## src/rtl/riscv_pipe_pkg.sv

```systemverilog
// riscv_pipe_pkg: shared pipeline-control types and encodings for the hazard and forwarding units
package riscv_pipe_pkg;
  typedef enum logic {RUN = 1'b0, MDU_WAIT = 1'b1} pipe_state_t;
  localparam logic [4:0] REG_X0 = 5'd0;
  localparam logic [1:0] FWD_RF = 2'b00;
  localparam logic [1:0] FWD_MEM = 2'b01;
  localparam logic [1:0] FWD_WB = 2'b10;
endpackage

```

## src/rtl/sat_counter.sv

```systemverilog
// sat_counter: up-counter that sticks at all-ones instead of wrapping
module sat_counter #(
  parameter int W = 32
) (
  input  logic         clk,
  input  logic         reset,
  input  logic         inc,
  output logic [W-1:0] count
);
  always_ff @(posedge clk)
    if (reset) count <= '0;
    else if (inc && count != '1) count <= count + 1'b1;
endmodule

```

## src/rtl/pipeline_ctrl.sv

```systemverilog
// pipeline_ctrl: load-use stall, branch flush and MDU hold sequencer with watchdog and perf counters
module pipeline_ctrl #(
  parameter int CNT_W = 32,
  parameter int MDU_MAX_CYC = 40
) (
  input  logic             clk,
  input  logic             reset,
  input  logic [4:0]       Rs1D,
  input  logic [4:0]       Rs2D,
  input  logic [4:0]       RdE,
  input  logic             RegWriteE,
  input  logic             ResultSrcE0,
  input  logic             PCSrcE,
  input  logic             MduReqE,
  input  logic             MduDone,
  output logic             MduGo,
  output logic             StallF,
  output logic             StallD,
  output logic             StallE,
  output logic             FlushD,
  output logic             FlushE,
  output logic             FlushM,
  output logic             MduErr,
  output logic [CNT_W-1:0] StallCount,
  output logic [CNT_W-1:0] FlushCount
);
  import riscv_pipe_pkg::*;
  localparam int WD_W = $clog2(MDU_MAX_CYC + 1);
  pipe_state_t state;
  logic [WD_W-1:0] wd;
  logic lw_stall, run, in_mdu, timeout, release_op, hold;
  assign lw_stall = ResultSrcE0 & RegWriteE & (RdE != REG_X0) & ((Rs1D == RdE) | (Rs2D == RdE));
  assign run = !reset && state == RUN;
  assign in_mdu = !reset && state == MDU_WAIT;
  assign timeout = in_mdu && wd == WD_W'(MDU_MAX_CYC - 1);
  assign release_op = MduDone | timeout;
  assign hold = in_mdu & !release_op;
  assign MduGo = run & MduReqE;
  assign StallF = (run & (lw_stall | MduReqE)) | hold;
  assign StallD = StallF;
  assign StallE = MduGo | hold;
  assign FlushM = StallE;
  assign FlushD = run & PCSrcE;
  assign FlushE = run & (lw_stall | PCSrcE);
  // A timeout releases the pipeline like a normal completion but latches the error
  always_ff @(posedge clk)
    if (reset) begin
      state <= RUN;
      wd <= '0;
      MduErr <= 1'b0;
    end else if (state == RUN) begin
      if (MduReqE) begin
        state <= MDU_WAIT;
        wd <= '0;
      end
    end else if (release_op) begin
      state <= RUN;
      if (!MduDone) MduErr <= 1'b1;
    end else wd <= wd + 1'b1;
  sat_counter #(.W(CNT_W)) u_stall_cnt (.clk(clk), .reset(reset), .inc(StallF), .count(StallCount));
  sat_counter #(.W(CNT_W)) u_flush_cnt (.clk(clk), .reset(reset), .inc(FlushD), .count(FlushCount));
endmodule

```

## config.mk

```make
export PLATFORM = sky130hd
export DESIGN_NAME = pipeline_ctrl
export DESIGN_NICKNAME = d
export VERILOG_FILES = /design/src/rtl/riscv_pipe_pkg.sv /design/src/rtl/sat_counter.sv /design/src/rtl/pipeline_ctrl.sv
export SDC_FILE = /design/constraint.sdc
export NUM_CORES = 1
export LEC_CHECK = 0
export ABC_CLOCK_PERIOD_IN_PS = 3000
export CAP_MARGIN = 10
export CORE_MARGIN = 8
export CORE_UTILIZATION = 45
export DETAILED_ROUTE_END_ITERATION = 12
export GPL_TIMING_DRIVEN = 0
export PLACE_DENSITY = 0.74
export RECOVER_POWER = 100
export SYNTH_ARGS = -nofsm -noshare
export SYNTH_HDL_FRONTEND = slang
export SYNTH_SLANG_ARGS = --single-unit
export TNS_END_PERCENT = 30
```

## constraint.sdc

```tcl
create_clock -name clk -period 3 [get_ports clk]
set_clock_uncertainty 0.1 [all_clocks]
set_input_delay 0.75 -clock clk [delete_from_list [all_inputs] [get_ports clk]]
set_output_delay 0.75 -clock clk [all_outputs]
set_load 0.02 [all_outputs]
```

# Yosys cells after proc, flatten, opt, wreduce, memory -nomap -nowiden
# Cells that the tools add are included.
# op_classes
n_reduce_logical	11
muxes	6
eq_ne	6
bitwise	16
addsub	3
# op_table
operator	n
$add A32 B1 Y32 const B	2
$ne A32 B32 Y1 const B	2
$mux W6	3
$eq A5 B5 Y1	2
$and A1 B1 Y1	8
$add A6 B1 Y6 const B	1
$eq A6 B6 Y1 const B	1
$or A1 B1 Y1	6
$logic_and A1 B1 Y1	5
$reduce_bool A5 Y1	1
$mux W1	3
$reduce_and A3 Y1	1
$logic_not A1 Y1	2
$ne A2 B2 Y1 const B	1
$not A1 Y1	2
$reduce_and A2 Y1	1
$reduce_bool A2 Y1	1
# word_totals
reg_bits	72
output_inout_bits	72

# Depth between registers and ports, before layout
# Gate-level depths: netlist (run 1).
# depth
ltp_word	8
mapped_depth	9
ltp_nobuf	7

# Hierarchy
# From an unflattened synthesis (run 1), not the netlist that was laid out.
# unflattened
cells_unflattened	472
hier_area_um2	3942.5
# modules_own_cells
module	cells_per_inst	area_per_inst_um2	seq_area_each_um2	n_inst
sat_counter	199	1674.1	640.6	2
pipeline_ctrl	74	594.3	160.2	1

# Worst setup path before layout (run 1)
# No wires, ideal clock.
# synth_timing
kind	input-to-output
startpoint	in RdE[1]
endpoint	out StallF
n_path_buf	2
cell_stages	6
t_arrival_ns	2.179
path_slack_ns	-0.029
t_required_ns	2.150
path_cell_list	or4_1 o2111ai_1 o22a_1 buf_4 inv_1 buf_4
# synth_via
elab_chain_cells	6
elab_cells_between_ends	9
# synth_lines
item	line_no	text
from (decl)	pipeline_ctrl.sv:10	input logic [4:0] RdE,
$eq A5 B5 Y1 / $reduce_bool A5 Y1 (equally long branches)	pipeline_ctrl.sv:32	assign lw_stall = ResultSrcE0 & RegWriteE & (RdE != REG_X0) & ((Rs1D == RdE) | (Rs2D == RdE));
$or A1 B1 Y1 / $and A1 B1 Y1 (equally long branches)	pipeline_ctrl.sv:32	
$and A1 B1 Y1 *	pipeline_ctrl.sv:32	
$or A1 B1 Y1 *	pipeline_ctrl.sv:39	assign StallF = (run & (lw_stall | MduReqE)) | hold;
$and A1 B1 Y1 *	pipeline_ctrl.sv:39	
$or A1 B1 Y1 *	pipeline_ctrl.sv:39	
to (decl)	pipeline_ctrl.sv:17	output logic StallF,
# Mark *: on every way between the ends. The rest lies on a longest branch, timed or not.

# Final worst setup path (run 1)
# layout_timing
startpoint	in MduReqE
endpoint	out StallF
# layout_via
elab_chain_cells	3
# layout_lines
item	line_no	text
from (decl)	pipeline_ctrl.sv:14	input logic MduReqE,
$or A1 B1 Y1	pipeline_ctrl.sv:39	
$and A1 B1 Y1	pipeline_ctrl.sv:39	
$or A1 B1 Y1	pipeline_ctrl.sv:39	
# No other way between the ends.

==> flow_metrics.env, run 1 <==
export IMPL_outcome="finished with violations"
export IMPL_failed_checks="setup timing"
export IMPL_worst_path_largest_cell_delay_ns=0.52
export IMPL_grt_first_pass_wirelength_mm=18.5
export IMPL_core_um2=8220
export IMPL_met2_usage=0.317
export IMPL_die_h_um=108
export IMPL_grt_busiest_layer="met2"
export IMPL_cts_sinks=72
export IMPL_finalWorstSetupSlack_ns=-0.183
export IMPL_root_buffer="clkbuf_8"
export IMPL_wl_mm=11.5
export IMPL_hold_worst_slack_ns=0.384
export IMPL_die_w_um=108
export IMPL_synthArstFlopShare=0
export IMPL_final_layout_size_suffix_gt1_frac=0.141
export IMPL_fmax_ghz=0.314
export IMPL_clkTransAtPathRegs_ns=0.07
export IMPL_hp_start="wd[1]"
export IMPL_cap_violations=0
export IMPL_rr_endpoint="u_flush_cnt.count[20]"
export IMPL_cp_end_kind="primary output"
export IMPL_syn_inst=451
export IMPL_syn_area_per_cell_um2=8.41
export IMPL_cts_htree_levels=3
export IMPL_synth_top_area_cell="dfxtp_1"
export IMPL_hold_path_end="wd[1]"
export IMPL_r2r_slack_ns=0.46
export IMPL_p_per_area_nw_per_um2=417
export IMPL_grt_pass1_vias=3780
export IMPL_fillers=704
export IMPL_slew_viol_final=0
export IMPL_insertion_delay_ns=0.35
export IMPL_gp_congestion=0.907
export IMPL_n_antenna_cell=0
export IMPL_dieArea_um2=11600
export IMPL_drt_iter0_drc=250
export IMPL_finalPower_mw=2.19
export IMPL_gr_usage_all_layers=0.193
export IMPL_cts_buffer_depth=2
export IMPL_hold_path_cell_count=2
export IMPL_critPathKind="primary input to primary output"
export IMPL_r2r_cells=5
export IMPL_pin_count=94
export IMPL_cp_arrival_ns=2.33
export IMPL_cp_max_fo=4
export IMPL_synth_most_common_cell="dfxtp_1"
export IMPL_setup_viol_count_final=2
export IMPL_layout_min_cycle_time_ns=3.18
export IMPL_grtUsageMet1=0.245
export IMPL_drc=0
export IMPL_numCtsBuffers=9
export IMPL_crit_slowest_cell="clkdlybuf4s50_1"
export IMPL_hold_class="register to register"
export IMPL_post_dp_hpwl_mm=8.18
export IMPL_leakage_nw=2.11
export IMPL_synth_nets=476
export IMPL_rsz0062_at_grt="yes"
export IMPL_path_cells="clkdlybuf4s50_1, nor2_1, a21oi_2, nand2_2, o22a_1, buf_6, clkinvlp_4, buf_6, buf_6"
export IMPL_ys_flop_type="dfxtp_1"
export IMPL_regArea_um2=1440
export IMPL_first_pass_iters=5
export IMPL_cts_tree="yes"
export IMPL_path_common_cell="buf_6"
export IMPL_worstSetupStartpointType="primary input"
export IMPL_ant_nets=0
export IMPL_vias=3960
export IMPL_yosysWarningCount=0
export IMPL_synth_ff_latch_count=72
export IMPL_cp_data_required_time_ns=2.15
export IMPL_vdd_drop_max_uv=239
export IMPL_io_buffers=93
export IMPL_worst_pin_slew_ns=0.687
export IMPL_syn_area_um2=3790
export IMPL_synth_area_leaders="dfxtp_1, xor2_1, nor2_1, nand3_1, a21oi_1"
export IMPL_area_delta_synth_final_pct=38.4
export IMPL_synth_edff_count=0
export IMPL_r2r_start="state"
export IMPL_crit_start="MduReqE"
export IMPL_rows=33
export IMPL_fin_nets=593
export IMPL_grt_overflow_total=0
export IMPL_synth_top_area_share=0.380
export IMPL_slew_headroom=0.537
export IMPL_vias_per_cell=5.84
export IMPL_fin_crit_sh=1.06
export IMPL_ys_seq_area_frac=0.380
export IMPL_use_met3=0.0341
export IMPL_grt_max_degree=13
export IMPL_multiInputGateArea_um2=2230
export IMPL_hold_viol=0
export IMPL_yosysUniqueCellTypes=50
export IMPL_wl_per_cell_um=16.9
export IMPL_pre_cts_slack_ns=-1.28
export IMPL_antenna_found_initial=0
export IMPL_start_util=0.462
export IMPL_synth_common_cells="dfxtp_1, nor2_1, xor2_1"
[through the flow]
step / cells / util / area (um2) / setup TNS [ns]
after floorplan: 451 / - / 3810 / -0.0274
after detailed placement: 649 / 0.593 / 4870 / -10.56
after global routing: 678 / 0.639 / 5250 / -0.768
after CTS: 673 / 0.637 / 5230 / -0.353
after global placement: 649 / 0.593 / 4870 / -9.10
final: 678 / 0.639 / 5250 / -0.330
[layer usage]
layer  part of all wire  wire length, um
met1               0.45             5120
met5                  0                0
met4              0.010              119
met2               0.48             5460
met3              0.066              755
[cells by family (layout without fill, tap and decap cells)]
group                      after synthesis  in the layout  synth area share
and+or+nand+nor                        221            221             0.320
AOI/OAI and AO/OA                       74             74             0.128
DFF                                     72             72             0.380
xor gates and xnor gates                41             41            0.0946
buffers and inverters                   31            153            0.0425
muxes                                    9              9            0.0257
adders and majority gates                3              3           0.00989
[repair_timing]
item / 4_1_cts / 5_1_grt
resized for setup: 69 / 8
pin swaps: 16 / 2
hold buffers: 0 / 0
setup endpoints to repair: 8 / 6
buffers inserted: 8 / 5
[final cells by class]
cell class                      instances  share of cell area
Buffer                                 25              0.0312
Clock buffer                           11              0.0269
Clock inverter                          5              0.0243
Inverter                                6             0.00500
Multi-Input combinational cell        348               0.425
Sequential cell                        72               0.274
Tap cell                              105              0.0250
Timing Repair Buffer                  106               0.188
[report_power, final]
part | internal (mW) | total [mW] | switching (mW)
Combinational | 0.0820 | 0.191 | 0.109
Clock | 0.660 | 1.03 | 0.374
Sequential | 0.960 | 0.967 | 0.00732
Total | 1.70 | 2.19 | 0.491
[critical path: cells and delay by family]
| kind | cells | cell delay [ns] |
|---|---|---|
| AOI/OAI and AO/OA | 2 | 0.40 |
| buffers and inverters | 5 | 0.99 |
| and+or+nand+nor | 2 | 0.17 |
[registers in the layout, indices dropped and copies added, names as in the netlist]
name and flops:
u_stall_cnt.count 32, MduErr 1, state 1, u_flush_cnt.count 32
wd 6
[how the worst max path moves through the flow]
stage,end,slack (ns),cells past startpoint
after global routing,StallF,-0.22,8
final,StallF,-0.18,9
after CTS,StallF,-0.21,8
after detailed placement,StallE,-1.28,7
after global placement,StallE,-1.28,7
after floorplan,StallF,-0.03,6
[cell usage in the layout, fill, tap and decap left out, drive strengths merged, types with 4 or more instances in the layout]
master         instances
dlygate4sd3           65
and4                  11
o31ai                 17
or3                    6
dlygate4sd2           10
nor3                  10
o21ai                  9
inv                    5
and3                  13
nor2b                  6
xnor2                  6
nor2                  55
a21oi                 28
nand3                 28
and2                  10
mux2                   6
dfxtp                 72
clkdlybuf4s50          6
clkbuf                23
or4                   18
nand2                 34
nand4                 20
o211ai                 4
bufinv                 4
buf                   36
xor2                  35
Power figures use the tool's default switching activity.
==> run 2, diff against run 1 <==
--- a/config.mk
+++ b/config.mk
@@ -5,13 +5,13 @@
 export SDC_FILE = /design/constraint.sdc
 export NUM_CORES = 1
 export LEC_CHECK = 0
-export ABC_CLOCK_PERIOD_IN_PS = 3000
+export ABC_CLOCK_PERIOD_IN_PS = 2800
 export CAP_MARGIN = 10
 export CORE_MARGIN = 8
 export CORE_UTILIZATION = 45
 export DETAILED_ROUTE_END_ITERATION = 12
 export GPL_TIMING_DRIVEN = 0
-export PLACE_DENSITY = 0.74
+export PLACE_DENSITY = 0.77
 export RECOVER_POWER = 100
 export SYNTH_ARGS = -nofsm -noshare
 export SYNTH_HDL_FRONTEND = slang
==> constraint.sdc (replaced) <==
create_clock -name clk -period 2.8 [get_ports clk]
set_clock_uncertainty 0.1 [all_clocks]
set_input_delay 0.7 -clock clk [delete_from_list [all_inputs] [get_ports clk]]
set_output_delay 0.7 -clock clk [all_outputs]
set_load 0.02 [all_outputs]
==> run 2 against run 1 <==
Effect of this change:
- the run still ends with setup timing left
- combinational power is 6% higher
- cell area decreased by 1.6%
- sequential share of layout area up 0.44 points
- wire length is 2.8% lower
- register-to-register slack got worse by 0.12 ns
- sequential power increased by 8%
- setup slack worse by 0.058 ns
- clock power decreased by 31%
==> flow_metrics.env, run 2 (synthesized netlist as in run 1, its figures left out) <==
export IMPL_outcome="finished with violations"
export IMPL_failed_checks="setup timing"
export IMPL_hold_class="register to register"
export IMPL_vias_per_cell=5.76
export IMPL_cp_end_kind="primary output"
export IMPL_fmax_ghz=0.329
export IMPL_wl_per_cell_um=16.4
export IMPL_use_met3=0.0431
export IMPL_slew_viol_final=0
export IMPL_final_cell_mix="dfxtp_1, dlygate4sd3_1, nor2_1"
export IMPL_regArea_um2=1440
export IMPL_r2r_cells=9
export IMPL_cp_data_required_time_ns=2.00
export IMPL_final_layout_size_suffix_gt1_frac=0.144
export IMPL_stdcell_count=680
export IMPL_cp_max_fo=3
export IMPL_worst_pin_slew_ns=0.522
export IMPL_clkTransAtPathRegs_ns=0.07
export IMPL_p_per_area_nw_per_um2=377
export IMPL_finalWorstSetupSlack_ns=-0.242
export IMPL_root_buffer="clkbuf_8"
export IMPL_hold_viol=0
export IMPL_area_delta_synth_final_pct=36.3
export IMPL_grt_max_degree=13
export IMPL_vdd_drop_max_uv=303
export IMPL_core_um2=8220
export IMPL_layout_min_cycle_time_ns=3.04
export IMPL_rows=33
export IMPL_grt_busiest_layer="met2"
export IMPL_die_w_um=108
export IMPL_r2r_start="state"
export IMPL_gr_usage_all_layers=0.187
export IMPL_r2r_slack_ns=0.34
export IMPL_fillers=721
export IMPL_grtUsageMet1=0.233
export IMPL_multiInputGateArea_um2=2240
export IMPL_cap_violations=0
export IMPL_met2_usage=0.308
export IMPL_fin_crit_sh=1.09
export IMPL_cts_buffer_depth=2
export IMPL_antenna_found_initial=0
export IMPL_slew_headroom=0.652
export IMPL_post_dp_hpwl_mm=8.08
export IMPL_rsz0062_at_grt="yes"
export IMPL_start_util=0.462
export IMPL_gp_congestion=0.942
export IMPL_grt_overflow_total=0
export IMPL_cts_tree="yes"
export IMPL_hold_path_end="wd[1]"
export IMPL_cts_sinks=72
export IMPL_numCtsBuffers=9
export IMPL_final_util=0.629
export IMPL_die_h_um=108
export IMPL_setup_viol_count_final=3
export IMPL_worstSetupStartpointType="primary input"
export IMPL_cts_hold_fix_buffers=0
export IMPL_final_common_cell="dfxtp_1"
export IMPL_insertion_delay_ns=0.34
export IMPL_dieArea_um2=11600
export IMPL_fin_nets=595
export IMPL_critPathKind="primary input to primary output"
export IMPL_drc=0
export IMPL_hp_start="wd[1]"
export IMPL_ant_nets=0
export IMPL_drt_iter0_drc=291
export IMPL_rr_endpoint="u_stall_cnt.count[21]"
export IMPL_leakage_nw=2.09
export IMPL_io_buffers=93
export IMPL_first_pass_iters=5
export IMPL_wl_mm=11.1
export IMPL_cts_htree_levels=3
export IMPL_vias=3916
export IMPL_pin_count=94
export IMPL_grt_first_pass_wirelength_mm=17.8
export IMPL_grt_pass1_vias=3598
export IMPL_cp_arrival_ns=2.24
export IMPL_n_antenna_cell=0
export IMPL_reg_largest_list="u_flush_cnt.count x32, u_stall_cnt.count x32, wd x6"
export IMPL_hold_path_cell_count=2
export IMPL_dp_cells=649
## run 2: cell types whose count changed in the layout (fill, tap and decap cells not counted), moves of 2 or more
cell and change:
bufinv_16 -4, dlygate4sd3_1 -3, buf_4 +4, dlymetal6s2s_1 +2, clkinv_2 +4
## run 2: where the power goes
group	total [mW]	leakage (nW)	switching, mW	internal, mW
logic	0.202	1.43	0.112	0.0895
registers	1.04	0.580	0.00785	1.03
clock network	0.712	0.0858	0.395	0.317
total	1.95	2.09	0.515	1.44
## run 2: final cells by class
class	count	area share
timing repair buffer	108	0.195
sequential	72	0.279
buffer	25	0.0317
clock buffer	10	0.0247
inverter	6	0.00508
clock inverter	6	0.00702
tap	105	0.0254
multi-input combinational	348	0.433
## run 2: critical path: stages
cell        delay [ns]
buf_8             0.10
or4_4             0.54
o2111ai_4         0.22
o22a_1            0.20
buf_6             0.12
clkinvlp_4        0.11
buf_6             0.13
buf_6             0.12
## run 2: worst max-delay path by stage
stage               cells past startpoint    from  slack, ns      to
floorplan                               6  RdE[1]      -0.13  StallF
global placement                        7   reset      -1.42  StallE
detailed placement                      7   reset      -1.48  StallE
CTS                                     8  RdE[4]      -0.28  StallF
global route                            8  RdE[2]      -0.29  StallF
finish                                  8  RdE[2]      -0.24  StallF
## run 2: through the flow
stage | worst slack (ns) | setup TNS (ns) | total power, mW | area [um2] | hold slack, ns
4_1_cts | -0.277 | -0.495 | 1.95 | 5120 | 0.370
2_1_floorplan | -0.127 | -0.127 | 1.15 | 3810 | 0.344
3_5_place_dp | -1.48 | -21.10 | 1.24 | 4870 | 0.359
3_3_place_gp | -1.42 | -18.38 | 1.23 | 4870 | 0.356
5_1_grt | -0.294 | -0.712 | 2.03 | 5170 | 0.421
6_report | -0.242 | -0.443 | 1.95 | 5170 | 0.371
## run 2: per-layer routing
layer | share of wire | vias up
met4 | 0.011 | 0
met5 | 0 | -
li1 | - | 1894
met3 | 0.076 | 11
met1 | 0.44 | 1861
met2 | 0.48 | 150
## run 2: repair_timing
| action | in CTS | in global routing |
|---|---|---|
| buffers inserted | 7 | 8 |
| gates resized for setup | 77 | 8 |
| pin swaps | 17 | 7 |
| endpoints found under the setup margin | 9 | 7 |
==> run 3, diff against run 2 <==
--- a/config.mk
+++ b/config.mk
@@ -7,12 +7,12 @@
 export LEC_CHECK = 0
 export ABC_CLOCK_PERIOD_IN_PS = 2800
 export CAP_MARGIN = 10
-export CORE_MARGIN = 8
 export CORE_UTILIZATION = 45
 export DETAILED_ROUTE_END_ITERATION = 12
 export GPL_TIMING_DRIVEN = 0
 export PLACE_DENSITY = 0.77
 export RECOVER_POWER = 100
+export SKIP_LAST_GASP = 1
 export SYNTH_ARGS = -nofsm -noshare
 export SYNTH_HDL_FRONTEND = slang
 export SYNTH_SLANG_ARGS = --single-unit
==> run 3 against run 2 <==
Effect of this change:
- the flow still finishes with violations (setup timing)
- final cell count decreased by 0.74%
- sequential power hardly changed
- register-to-register slack worse by 0.04 ns
- via count is 0.56% higher
- clock power up 31%
- maximum frequency fell by 0.14%
- critical path depth did not move
==> flow_metrics.env, run 3 (synthesized netlist as in run 1, its figures left out) <==
export IMPL_outcome="finished with violations"
export IMPL_failed_checks="setup timing"
export IMPL_rows=33
export IMPL_area_delta_synth_final_pct=36.9
export IMPL_reg_largest_list="u_flush_cnt.count x32, u_stall_cnt.count x32, wd x6"
export IMPL_fillers=721
export IMPL_setup_viol_count_final=12
export IMPL_cts_htree_levels=3
export IMPL_cts_sinks=72
export IMPL_vias=3938
export IMPL_die_h_um=93.8
export IMPL_grt_pass1_vias=3665
export IMPL_slew_viol_final=0
export IMPL_worst_pin_slew_ns=0.633
export IMPL_final_common_cell="dfxtp_1"
export IMPL_first_pass_iters=5
export IMPL_r2r_slack_ns=0.30
export IMPL_slew_headroom=0.574
export IMPL_vdd_drop_max_uv=247
export IMPL_final_cell_area_um2=5200
export IMPL_rsz0062_at_grt="yes"
export IMPL_n_antenna_cell=0
export IMPL_root_buffer="clkbuf_8"
export IMPL_grt_overflow_total=0
export IMPL_r2r_cells=9
export IMPL_fmax_ghz=0.328
export IMPL_wl_per_cell_um=16.4
export IMPL_die_w_um=93.8
export IMPL_drt_iter0_drc=230
export IMPL_clkTransAtPathRegs_ns=0.07
export IMPL_gr_usage_all_layers=0.252
export IMPL_core_um2=8180
export IMPL_cts_hold_fix_buffers=0
export IMPL_multiInputGateArea_um2=2210
export IMPL_fin_nets=590
export IMPL_pin_count=94
export IMPL_layout_min_cycle_time_ns=3.05
export IMPL_cp_max_fo=3
export IMPL_cts_buffer_depth=2
export IMPL_hold_class="register to register"
export IMPL_antenna_found_initial=0
export IMPL_regArea_um2=1440
export IMPL_insertion_delay_ns=0.36
export IMPL_finalWorstSetupSlack_ns=-0.246
export IMPL_dpl_cell_area_um2=4870
export IMPL_tns_ns=-1.46
export IMPL_leakage_nw=2.14
export IMPL_fin_crit_sh=1.09
export IMPL_post_dp_hpwl_mm=7.61
export IMPL_gp_congestion=0.949
export IMPL_grt_max_degree=13
export IMPL_p_per_area_nw_per_um2=416
export IMPL_drc=0
export IMPL_cp_arrival_ns=2.25
export IMPL_grt_first_pass_wirelength_mm=17.3
export IMPL_worstSetupStartpointType="primary input"
export IMPL_cp_data_required_time_ns=2.00
export IMPL_start_util=0.464
export IMPL_final_layout_size_suffix_gt1_frac=0.119
export IMPL_numCtsBuffers=9
export IMPL_dieArea_um2=8800
export IMPL_wl_mm=11.1
export IMPL_ant_nets=0
export IMPL_final_cell_mix="dfxtp_1, dlygate4sd3_1, nor2_1"
export IMPL_hold_viol=0
export IMPL_cts_tree="yes"
export IMPL_cp_end_kind="primary output"
export IMPL_critPathKind="primary input to primary output"
export IMPL_vias_per_cell=5.83
export IMPL_cap_violations=0
export IMPL_hold_path_cell_count=2
export IMPL_io_buffers=93
-- run 3: final cells by class --
cell class	instances	share of cell area
multi-input cells	348	0.425
flip-flops and latches	72	0.277
repair buffers	103	0.194
plain buffers	25	0.0313
clock buffers	11	0.0272
well taps	105	0.0253
clock inverters	5	0.0154
inverters	6	0.00506
-- run 3: critical path, cell delays in order --
cell and delay [ns]:
buf_8 0.09, or4_4 0.54, o2111ai_4 0.23, o22a_1 0.20, buf_6 0.12, clkinvlp_4 0.11
buf_6 0.13, buf_6 0.12
-- run 3: through the flow --
stage	std cells	power (mW)	worst slack [ns]	hold slack (ns)	util
detailed placement	649	1.24	-1.38	0.372	0.596
global route	675	2.23	-0.287	0.421	0.636
global placement	649	1.23	-1.34	0.358	0.596
CTS	672	2.16	-0.249	0.389	0.633
finish	675	2.16	-0.246	0.379	0.636
floorplan	451	1.15	-0.127	0.344	-
-- run 3: path summary, 6_finish.rpt --
path	from	endpoint
setup / recovery	RdE[4]	StallF
hold / removal	MduErr	MduErr
setup reg to reg	wd[4]	u_stall_cnt.count[24]
hold reg to reg	MduErr	MduErr
-- run 3: repair_timing --
action / CTS / global route
pin swaps: 9 / 14
setup endpoints to repair: 8 / 7
gates resized for setup: 53 / 13
buffers inserted: 7 / 3
-- run 3: per-layer routing --
layer  share of wire  vias to the layer above  GRT usage  routed length, um
li1                -                     1882          -                  -
met1            0.43                     1894      0.316               4820
met2            0.48                      142      0.417               5350
met3           0.068                       20     0.0526                755
met4           0.015                        0      0.104                167
met5               0                        -          0                  0
-- run 3: where the power goes --
part	switching, mW	leakage (nW)	internal, mW	total [mW]
registers	0.00760	0.580	1.03	1.04
clock network	0.407	0.106	0.525	0.931
logic	0.110	1.45	0.0825	0.192
total	0.524	2.14	1.64	2.16
